==> src/rtl/pac_pkg.sv <==
// pac_pkg: direction codes, sprite geometry and the packed Pac-Man bitmaps.
package pac_pkg;

  localparam int SPRITE_W = 12;
  localparam int CELLS    = SPRITE_W * SPRITE_W;
  localparam int CELL_W   = $clog2(SPRITE_W);
  localparam int IDX_W    = $clog2(CELLS);

  // Disc radius squared in doubled coordinates; the small margin over
  // (SPRITE_W-1)^2 lets the outermost row/column keep its two centre cells.
  localparam int DISC_R2  = (SPRITE_W - 1) * (SPRITE_W - 1) + 4;

  localparam logic [3:0] DIR_L = 4'b1000;
  localparam logic [3:0] DIR_U = 4'b0100;
  localparam logic [3:0] DIR_R = 4'b0010;
  localparam logic [3:0] DIR_D = 4'b0001;

  typedef enum logic [1:0] {
    MOUTH_WIDE   = 2'd0,
    MOUTH_HALF   = 2'd1,
    MOUTH_CLOSED = 2'd2
  } mouth_e;

  typedef enum logic {
    SWING_UP   = 1'b0,
    SWING_DOWN = 1'b1
  } swing_e;

  // Builds one bitmap. Cell centres are taken in doubled coordinates so the
  // sprite centre lands on an integer (0,0). "along" points toward faceDir,
  // "across" is the absolute perpendicular offset. A cell inside the disc is
  // cut away as mouth when along > 0 and mouthSlope*across <= along, so slope
  // 1 gives a 90-degree wedge, slope 2 a narrower one, and slope 0 no mouth.
  // Bit index is row*SPRITE_W + col, row 0 at the top.
  function automatic logic [CELLS-1:0] makeSprite(input logic [3:0] faceDir,
                                                  input int mouthSlope);
    logic [CELLS-1:0] bits;
    int dx, dy, along, across;
    bits = '0;
    for (int r = 0; r < SPRITE_W; r++) begin
      for (int c = 0; c < SPRITE_W; c++) begin
        dx = 2 * c - (SPRITE_W - 1);
        dy = 2 * r - (SPRITE_W - 1);
        case (faceDir)
          DIR_L:   begin along = -dx; across = dy; end
          DIR_U:   begin along = -dy; across = dx; end
          DIR_D:   begin along = dy;  across = dx; end
          default: begin along = dx;  across = dy; end
        endcase
        if (across < 0) across = -across;
        if (dx * dx + dy * dy <= DISC_R2) begin
          if (mouthSlope == 0 || along <= 0 || mouthSlope * across > along)
            bits[r * SPRITE_W + c] = 1'b1;
        end
      end
    end
    return bits;
  endfunction

  localparam logic [CELLS-1:0] SPR_L_WIDE = makeSprite(DIR_L, 1);
  localparam logic [CELLS-1:0] SPR_U_WIDE = makeSprite(DIR_U, 1);
  localparam logic [CELLS-1:0] SPR_R_WIDE = makeSprite(DIR_R, 1);
  localparam logic [CELLS-1:0] SPR_D_WIDE = makeSprite(DIR_D, 1);
  localparam logic [CELLS-1:0] SPR_L_HALF = makeSprite(DIR_L, 2);
  localparam logic [CELLS-1:0] SPR_U_HALF = makeSprite(DIR_U, 2);
  localparam logic [CELLS-1:0] SPR_R_HALF = makeSprite(DIR_R, 2);
  localparam logic [CELLS-1:0] SPR_D_HALF = makeSprite(DIR_D, 2);
  localparam logic [CELLS-1:0] SPR_DISC   = makeSprite(DIR_R, 0);

endpackage

==> src/rtl/pac_sprite_rom.sv <==
// pac_sprite_rom: combinational bitmap lookup by direction, mouth frame and cell.
module pac_sprite_rom
  import pac_pkg::*;
(
  input  logic [3:0]        dir,
  input  logic [1:0]        frame,
  input  logic [CELL_W-1:0] row,
  input  logic [CELL_W-1:0] col,
  output logic              pix
);

  logic [CELLS-1:0] sprite;
  logic [IDX_W-1:0] idx;

  // Select the bitmap for this pose; the closed disc is shared by all directions.
  always_comb begin
    sprite = SPR_DISC;
    case (frame)
      MOUTH_WIDE: begin
        case (dir)
          DIR_L:   sprite = SPR_L_WIDE;
          DIR_U:   sprite = SPR_U_WIDE;
          DIR_D:   sprite = SPR_D_WIDE;
          default: sprite = SPR_R_WIDE;
        endcase
      end
      MOUTH_HALF: begin
        case (dir)
          DIR_L:   sprite = SPR_L_HALF;
          DIR_U:   sprite = SPR_U_HALF;
          DIR_D:   sprite = SPR_D_HALF;
          default: sprite = SPR_R_HALF;
        endcase
      end
      default: sprite = SPR_DISC;
    endcase
  end

  // Row-major cell index, wide enough for the last cell; anything past it reads 0.
  always_comb begin
    idx = IDX_W'(row) * IDX_W'(SPRITE_W) + IDX_W'(col);
    pix = (int'(idx) < CELLS) ? sprite[idx] : 1'b0;
  end

endmodule

==> src/rtl/pac_sprite_anim.sv <==
// pac_sprite_anim: direction latch, ping-pong mouth animation and a
// two-stage pixel lookup pipeline in front of pac_sprite_rom.
module pac_sprite_anim #(
  parameter  int SPRITE_W = 12,
  parameter  int SCALE    = 2,
  parameter  int COORD_W  = 5,
  parameter  int ANIM_DIV = 8,
  parameter  int FRAMES   = 3,
  localparam int FR_W     = (FRAMES > 1) ? $clog2(FRAMES) : 1
) (
  input  logic               clk,
  input  logic               rst_n,
  input  logic               frame_tick,
  input  logic               moving,
  input  logic [3:0]         dir,
  input  logic               req_valid,
  input  logic [COORD_W-1:0] x,
  input  logic [COORD_W-1:0] y,
  output logic               pix_valid,
  output logic               pixel,
  output logic [3:0]         cur_dir,
  output logic [FR_W-1:0]    cur_frame
);

  import pac_pkg::DIR_R;
  import pac_pkg::CELL_W;
  import pac_pkg::swing_e;
  import pac_pkg::SWING_UP;
  import pac_pkg::SWING_DOWN;
  import pac_pkg::MOUTH_CLOSED;

  localparam int                TICK_W     = (ANIM_DIV > 1) ? $clog2(ANIM_DIV) : 1;
  localparam int                BOX        = SPRITE_W * SCALE;
  localparam logic [TICK_W-1:0] TICK_LAST  = TICK_W'(ANIM_DIV - 1);
  localparam logic [FR_W-1:0]   FRAME_LAST = FR_W'(FRAMES - 1);

  logic [3:0]        dir_q, dir_d;
  logic              dirOneHot;
  logic [TICK_W-1:0] tickCnt_q, tickCnt_d;
  logic [FR_W-1:0]   frame_q, frame_d;
  swing_e            swing_q, swing_d;

  logic              inRange_d;
  logic [CELL_W-1:0] row_d, col_d;
  logic              s1Valid_q, s1InRange_q;
  logic [CELL_W-1:0] s1Row_q, s1Col_q;
  logic [3:0]        s1Dir_q;
  logic [FR_W-1:0]   s1Frame_q;
  logic [1:0]        romFrame;
  logic              romPix;
  logic              s2Valid_q, s2Pixel_q;

  assign dirOneHot = (dir != 4'b0000) && ((dir & (dir - 4'd1)) == 4'b0000);

  // Accept a new heading only on a frame tick and only if it is cleanly one-hot.
  always_comb begin
    dir_d = dir_q;
    if (frame_tick && dirOneHot) dir_d = dir;
  end

  // Heading register, facing right out of reset.
  always_ff @(posedge clk or negedge rst_n) begin
    if (!rst_n) dir_q <= DIR_R;
    else        dir_q <= dir_d;
  end

  // Animation state register: tick divider, current frame and swing direction.
  always_ff @(posedge clk or negedge rst_n) begin
    if (!rst_n) begin
      tickCnt_q <= '0;
      frame_q   <= '0;
      swing_q   <= SWING_UP;
    end else begin
      tickCnt_q <= tickCnt_d;
      frame_q   <= frame_d;
      swing_q   <= swing_d;
    end
  end

  // Count moving frame ticks; each divider wrap steps the frame back and forth
  // between 0 and FRAMES-1, and a stopped sprite keeps its pose and count.
  always_comb begin
    tickCnt_d = tickCnt_q;
    frame_d   = frame_q;
    swing_d   = swing_q;
    if (frame_tick && moving) begin
      if (tickCnt_q == TICK_LAST) begin
        tickCnt_d = '0;
        if (FRAMES > 1) begin
          if (swing_q == SWING_UP) begin
            if (frame_q == FRAME_LAST) begin
              frame_d = frame_q - FR_W'(1);
              swing_d = SWING_DOWN;
            end else begin
              frame_d = frame_q + FR_W'(1);
            end
          end else begin
            if (frame_q == '0) begin
              frame_d = frame_q + FR_W'(1);
              swing_d = SWING_UP;
            end else begin
              frame_d = frame_q - FR_W'(1);
            end
          end
        end
      end else begin
        tickCnt_d = tickCnt_q + TICK_W'(1);
      end
    end
  end

  // Outputs are direct views of the registered state.
  always_comb begin
    cur_dir   = dir_q;
    cur_frame = frame_q;
    pix_valid = s2Valid_q;
    pixel     = s2Pixel_q;
  end

  // Screen offset to bitmap cell; out-of-box coordinates are flagged, not clipped.
  always_comb begin
    inRange_d = (int'(x) < BOX) && (int'(y) < BOX);
    col_d     = CELL_W'(int'(x) / SCALE);
    row_d     = CELL_W'(int'(y) / SCALE);
  end

  // Stage 1: capture the cell and a snapshot of the pose so later pose
  // changes cannot leak into a request already accepted.
  always_ff @(posedge clk or negedge rst_n) begin
    if (!rst_n) begin
      s1Valid_q   <= 1'b0;
      s1InRange_q <= 1'b0;
      s1Row_q     <= '0;
      s1Col_q     <= '0;
      s1Dir_q     <= DIR_R;
      s1Frame_q   <= '0;
    end else begin
      s1Valid_q   <= req_valid;
      s1InRange_q <= inRange_d;
      s1Row_q     <= row_d;
      s1Col_q     <= col_d;
      s1Dir_q     <= dir_q;
      s1Frame_q   <= frame_q;
    end
  end

  // Frames beyond the two open-mouth poses all show the closed disc.
  always_comb begin
    romFrame = 2'(s1Frame_q);
    if (int'(s1Frame_q) >= 2) romFrame = MOUTH_CLOSED;
  end

  pac_sprite_rom uRom (
    .dir   (s1Dir_q),
    .frame (romFrame),
    .row   (s1Row_q),
    .col   (s1Col_q),
    .pix   (romPix)
  );

  // Stage 2: register the looked-up bit, forced to 0 when idle or off the box.
  always_ff @(posedge clk or negedge rst_n) begin
    if (!rst_n) begin
      s2Valid_q <= 1'b0;
      s2Pixel_q <= 1'b0;
    end else begin
      s2Valid_q <= s1Valid_q;
      s2Pixel_q <= s1Valid_q && s1InRange_q && romPix;
    end
  end

endmodule

==> config.mk <==
export PLATFORM = sky130hd
export DESIGN_NAME = pac_sprite_anim
export DESIGN_NICKNAME = d
export VERILOG_FILES = /design/src/rtl/pac_pkg.sv /design/src/rtl/pac_sprite_rom.sv /design/src/rtl/pac_sprite_anim.sv
export SDC_FILE = /design/constraint.sdc
export NUM_CORES = 1
export LEC_CHECK = 0
export ABC_CLOCK_PERIOD_IN_PS = 3700
export CAP_MARGIN = 10
export CORE_UTILIZATION = 35
export CTS_CLUSTER_SIZE = 25
export DETAILED_ROUTE_END_ITERATION = 8
export GPL_TIMING_DRIVEN = 0
export HOLD_SLACK_MARGIN = 0.1
export PLACE_DENSITY = 0.52
export SLEW_MARGIN = 40
export SYNTH_ARGS = -nofsm -noshare
export SYNTH_HDL_FRONTEND = slang
export SYNTH_SLANG_ARGS = --single-unit
==> constraint.sdc <==
create_clock -name clk -period 3.7 [get_ports clk]
set_input_delay 0.555 -clock clk [delete_from_list [all_inputs] [get_ports clk]]
set_output_delay 0.555 -clock clk [all_outputs]
set_load 0.005 [all_outputs]
==> out/results.txt, run 1 <==
Starting DRT DRC Count -> 157
Post-CTS sizing -> 0
Mapped Avg Cell Area -> 9.18 µm²
CTS tree -> built
DP Wirelength -> 3750 µm
Sequential Power Share -> 33.4%
EDFF count, synth -> 0
Flop2flop setup slack -> 640 ps
Reg2reg end -> pixel
Final Setup Violations -> 0
Clk Latency, worst-skew pair -> 270 ps
Synth warn -> 0
Final Skew -> 1.11 ps
Routed vias/inst -> 5.66
Io pins -> 27
Final period util -> 82.8%
H-tree levels -> 1
Max-slew headroom -> 59.8%
Leakage -> 1.01 nW
Syn Std Cell Area -> 0.00211 mm²
Initial Util -> 37.2%
Top-area cell type share of the netlist area -> 30.8%
ANT nets after route -> 0
Port bufs -> 24
Sw Ratio -> 38.2%
DR vias -> 1867
Top Usage Layer GRT -> met2
Gp weighted congestion -> 0.862
Most common cell after layout, fill and taps aside -> dfrtp_1
Worst Hold Class -> in2async
Die ar. -> 0.00635 mm²
Critical Path End Type -> register
Pre-CTS WS -> 686 ps
Reg2reg start -> s1Row_q[1]
WP data required -> 3850 ps
Max Cap Viol -> 0
Register bit total from synthesis -> 28
DRT Wirelength -> 4830 µm
Number of global-route vias before repair -> 1685
Slew Limit Fails -> 0
Total track usage -> 16.2%
Residual DRC -> 0
Sequential area share after synthesis -> 33.3%
Worst-margin pin slew -> 602 ps
Clock share of power -> 18.1%
Most frequent cells in the layout -> 26 x dfrtp_1, 23 x clkdlybuf4s50_1, 21 x nand2_1
CTS Sinks -> 28
Syn Nets -> 260
Power share of the combinational group -> 48.6%
GRT met3 Usage -> 1.83%
Post-CTS setup buffer count -> 0
Largest net degree at the start of global routing -> 29
Initial antenna violation count -> 0
Synth top area cells -> dfrtp_1 31%, ha_1 5.3%, mux2_2 3.7%
Clock Tree Root -> clkbuf_8
Syn Inst Count -> 230
Post-synth ARST share -> 100%
Internal -> 799 µW
Leading area contributor after synthesis -> dfrtp_1
Result of the run -> complete, no violations
Avg WL per Cell -> 14.6 µm
Die W -> 79.7 µm
Max Fclk -> 326 MHz
Crit path max fanout -> 10
Number of hold buffers added after CTS -> 0
Fin nets -> 289
Crit path from -> s1Row_q[1]
Total global routing overflow -> 0
Global-route wire length before repair -> 8090 µm
Hold Vio Cnt, Final -> 0
Peak VDD IR -> 0.286 mV
Switching Power -> 494 µW
Setup crit end -> pixel
R2r worst-path depth -> 10
GR Util met2 -> 25.1%
Area delta synth->final -> 18.8%
Power Total -> 1.29 mW
N_diodes -> 0
Cell Pwr Density -> 515 mW/mm²
RSZ-0062 raised after global routing -> no
CTS max path bufs -> 2
Final Worst Setup Slack -> 636 ps
Worst EP arrival -> 3220 ps
Setup_tns -> 0 ps
Crit path launch type -> register
GRT met1 Usage -> 22.9%
Num CTS Buffers -> 3
Router iterations before antenna repair -> 4
Main synth FF type -> dfrtp_1
Share of layout cells above drive strength 1 -> 14.7%
Cell row count -> 27
CORE AREA -> 0.00568 mm²
Setup CP Type -> reg2reg
Fin crit period -> 3060 ps
Yosys cell types -> 64
Clock slew at reported path FFs -> 90 ps
Die height -> 79.7 µm
==> cells by family (layout without fill, tap and decap cells) <==
group           Yosys count  in the layout  synth area share (%)
flops                    28             28                  33.3
mux                       7              7                  3.73
fa+ha+maj                11             11                  7.23
compound gates           79             79                  27.3
simple gates             69             69                  17.6
buf+inv                  25             53                  5.98
xor+xnor                 11             11                  4.92
==> area by class of cell <==
type                    count  area (µm²)
plain buffers              14        85.1
clock buffers               3        41.3
clock inverters             1        30.0
fillers                   575        3170
inverters                  11        41.3
multi-input cells         177        1280
flip-flops and latches     28         703
well taps                  72        90.1
repair buffers             24         235
==> worst min path at each step <==
stage	from	endpoint	slack, ps
floorplan	rst_n	asynchronous set/reset pin	260
global placement	s1Valid_q	pix_valid	360
detailed placement	s1Valid_q	pix_valid	370
CTS	rst_n	tickCnt_q[2]	300
global route	rst_n	tickCnt_q[2]	320
finish	rst_n	tickCnt_q[2]	280
==> registers in the layout, summed over array words and instances, names as in the netlist, named ones only <==
register     count
cur_dir          4
cur_frame        2
pix_valid        1
pixel            1
s1Col_q          4
s1Dir_q          4
s1Frame_q        2
s1InRange_q      1
s1Row_q          4
s1Valid_q        1
tickCnt_q        3
==> Yosys cell counts (6+ instances only) <==
| library cell | count |
|---|---|
| a21oi_1 | 8 |
| dfrtp_1 | 26 |
| ha_1 | 9 |
| nand2_1 | 21 |
| xor2_1 | 6 |
| o21ai_0 | 14 |
| inv_1 | 9 |
| nor2_1 | 11 |
| nor3_1 | 10 |
| mux2_2 | 7 |
| a211oi_1 | 6 |
==> through the flow <==
| step | instances | utilization [%] | area, µm² | hold slack, ps |
|---|---|---|---|---|
| after floorplan | 230 | - | 2110 | 259 |
| after global placement | 326 | 43.0 | 2440 | 360 |
| after detailed placement | 326 | 42.9 | 2440 | 366 |
| after CTS | 330 | 44.2 | 2510 | 301 |
| after global routing | 330 | 44.2 | 2510 | 321 |
| final | 330 | 44.2 | 2510 | 282 |
==> layer usage <==
metal  share of wire, %  vias up
met5                  0        -
met4                2.4        0
met3                6.0       16
met2                 44       84
li1                   -      922
met1                 47      845
==> power groups by stage <==
| stage | sequential [mW] | combinational [mW] | clock, mW |
|---|---|---|---|
| 3_5_place_dp | 0.438 | 0.618 | 0 |
| 2_1_floorplan | 0.429 | 0.437 | 0 |
| 5_1_grt | 0.445 | 0.688 | 0.257 |
| 4_1_cts | 0.432 | 0.621 | 0.242 |
| 6_report | 0.431 | 0.627 | 0.233 |
| 3_3_place_gp | 0.438 | 0.628 | 0 |
==> critical path: stages, from the launching register on <==
cell	delay (ps)
dfrtp_1	420
ha_1	310
inv_1	60
fa_1	550
buf_2	220
nand2_1	120
a2111oi_1	550
o41ai_1	140
a31oi_1	160
o32ai_1	110
a311oi_1	310
(Power assumes the default switching activity.)
==> run 2: changes to the inputs <==
--- a/config.mk
+++ b/config.mk
@@ -5,14 +5,14 @@
 export SDC_FILE = /design/constraint.sdc
 export NUM_CORES = 1
 export LEC_CHECK = 0
-export ABC_CLOCK_PERIOD_IN_PS = 3700
+export ABC_CLOCK_PERIOD_IN_PS = 2600
 export CAP_MARGIN = 10
 export CORE_UTILIZATION = 35
 export CTS_CLUSTER_SIZE = 25
 export DETAILED_ROUTE_END_ITERATION = 8
 export GPL_TIMING_DRIVEN = 0
 export HOLD_SLACK_MARGIN = 0.1
-export PLACE_DENSITY = 0.52
+export PLACE_DENSITY = 0.54
 export SLEW_MARGIN = 40
 export SYNTH_ARGS = -nofsm -noshare
 export SYNTH_HDL_FRONTEND = slang
==> constraint.sdc (replaced) <==
create_clock -name clk -period 2.6 [get_ports clk]
set_input_delay 0.39 -clock clk [delete_from_list [all_inputs] [get_ports clk]]
set_output_delay 0.39 -clock clk [all_outputs]
set_load 0.005 [all_outputs]
==> run 2 against run 1 <==
Net effect: the run now ends with setup timing left; setup slack got worse by 750 ps; fmax up 13%; clock power up 42%; routed wire length shrank 0.43%; critical path depth unchanged; global-route usage down 0.40 points; utilization is 1.3 points higher; power increased by 45%; critical endpoint unchanged.
==> out/results.txt, run 2 (synthesized netlist as in run 1, its figures left out) <==
ANT nets after route -> 0
Num CTS Buffers -> 3
Starting DRT DRC Count -> 213
Die height -> 79.7 µm
Most frequent cells in the layout -> 26 x dfrtp_1, 23 x clkdlybuf4s50_1, 21 x nand2_1
Fin crit period -> 2720 ps
Max Cap Viol -> 0
CTS Sinks -> 28
Initial Util -> 37.2%
DR vias -> 1894
Gp weighted congestion -> 0.891
N_diodes -> 0
Clock Tree Root -> clkbuf_8
Residual DRC -> 0
Crit path max fanout -> 10
Final Skew -> 5.03 ps
Final period util -> 104%
DP Wirelength -> 3700 µm
WP data required -> 2770 ps
Final Setup Violations -> 1
Failing checks -> setup timing
Global-route wire length before repair -> 7940 µm
Worst EP arrival -> 2890 ps
Number of global-route vias before repair -> 1691
Most common cell after layout, fill and taps aside -> dfrtp_1
Slew Limit Fails -> 0
Cell Pwr Density -> 729 mW/mm²
Die ar. -> 0.00635 mm²
Largest net degree at the start of global routing -> 29
Number of hold buffers added after CTS -> 0
WL met2 -> 2190 µm
Crit path launch type -> register
Max Fclk -> 368 MHz
H-tree levels -> 1
Worst-margin pin slew -> 581 ps
Critical Path End Type -> register
Leakage -> 1.03 nW
Io pins -> 27
DRT Wirelength -> 4810 µm
Clock slew at reported path FFs -> 90 ps
CTS tree -> built
Share of layout cells above drive strength 1 -> 19.2%
Die W -> 79.7 µm
Fin nets -> 291
Area delta synth->final -> 22.2%
RSZ-0062 raised after global routing -> yes
Peak VDD IR -> 0.441 mV
Reg2reg end -> pixel
Post-layout util -> 45.5%
CORE AREA -> 0.00568 mm²
R2r worst-path depth -> 10
Final Worst Setup Slack -> -115 ps
Total track usage -> 15.8%
Reg2reg start -> s1Row_q[0]
Hold Vio Cnt, Final -> 0
Clk Latency, worst-skew pair -> 270 ps
Setup CP Type -> reg2reg
Fillcell total -> 566
Max-slew headroom -> 61.3%
Avg WL per Cell -> 14.5 µm
Wl on met1 -> 2230 µm
Multi-input logic area -> 0.00133 mm²
Result of the run -> complete, but fails checks
Setup_tns -> -115 ps
Routed met3 length -> 317 µm
Flop2flop setup slack -> -120 ps
Cell row count -> 27
Port bufs -> 24
Initial antenna violation count -> 0
Worst Hold Class -> in2async
Routed vias/inst -> 5.70
CTS max path bufs -> 2
Register area -> 703 µm²
Total global routing overflow -> 0
Max Used Layer -> met4
Router iterations before antenna repair -> 5
[run 2: critical path: stages (launching register included)]
cell and delay, ps:
dfrtp_1 430, ha_4 290, inv_2 30, fa_1 510, buf_6 150, nand2_1 110
a2111oi_2 410, o41ai_1 120, a31oi_1 190, o32ai_2 110, a311oi_2 270
[run 2: cell type report]
class | instances | area share [%]
multi-input cells | 177 | 51.5
repair buffers | 26 | 9.70
clock buffers | 3 | 1.60
inverters | 11 | 1.60
plain buffers | 14 | 3.69
flip-flops and latches | 28 | 27.3
well taps | 72 | 3.49
clock inverters | 1 | 1.16
[run 2: worst max-delay path by stage]
stage	start	to	slack (ps)	cells past startpoint
CTS	s1Row_q[0]	pixel	-140	11
finish	s1Row_q[0]	pixel	-120	10
floorplan	s1Row_q[1]	pixel	20	11
global route	s1Row_q[1]	pixel	-270	10
global placement	s1Row_q[1]	pixel	-420	11
detailed placement	s1Row_q[1]	pixel	-370	11
[run 2: repair_timing]
item,4_1_cts,5_1_grt
gates resized for setup,11,2
buffers inserted,2,0
endpoints found under the setup margin,1,1
gates cloned,0,0
pin swaps,8,4
[run 2: where the power goes]
part,leakage (nW),switching (mW),internal [mW]
clock,0.0357,0.125,0.206
combinational,0.656,0.511,0.418
sequential,0.334,0.0853,0.535
total,1.03,0.721,1.16
[run 2: per-stage QoR]
stage / hold slack (ps) / setup WS, ps / std cells / cell area (µm²) / total power [mW]
global route: 155 / -268 / 332 / 2580 / 2.01
floorplan: 94.4 / 17.7 / 230 / 2110 / 1.23
detailed placement: 363 / -374 / 326 / 2440 / 1.50
global placement: 368 / -421 / 326 / 2440 / 1.52
CTS: 137 / -140 / 332 / 2570 / 1.87
finish: 110 / -115 / 332 / 2580 / 1.88
[run 2: per-layer routing]
metal	global-route usage, %	vias to the layer above
met5	0	-
met4	4.55	0
met3	2.06	8
met2	23.6	92
met1	23.5	871
li1	-	923
==> run 3: changes to the inputs <==
--- a/config.mk
+++ b/config.mk
@@ -13,7 +13,7 @@
 export GPL_TIMING_DRIVEN = 0
 export HOLD_SLACK_MARGIN = 0.1
 export PLACE_DENSITY = 0.54
-export SLEW_MARGIN = 40
+export SLEW_MARGIN = 20
 export SYNTH_ARGS = -nofsm -noshare
 export SYNTH_HDL_FRONTEND = slang
 export SYNTH_SLANG_ARGS = --single-unit
==> results of run 3 <==
The final DEF is identical to that of run 2; final timing and power are the same.
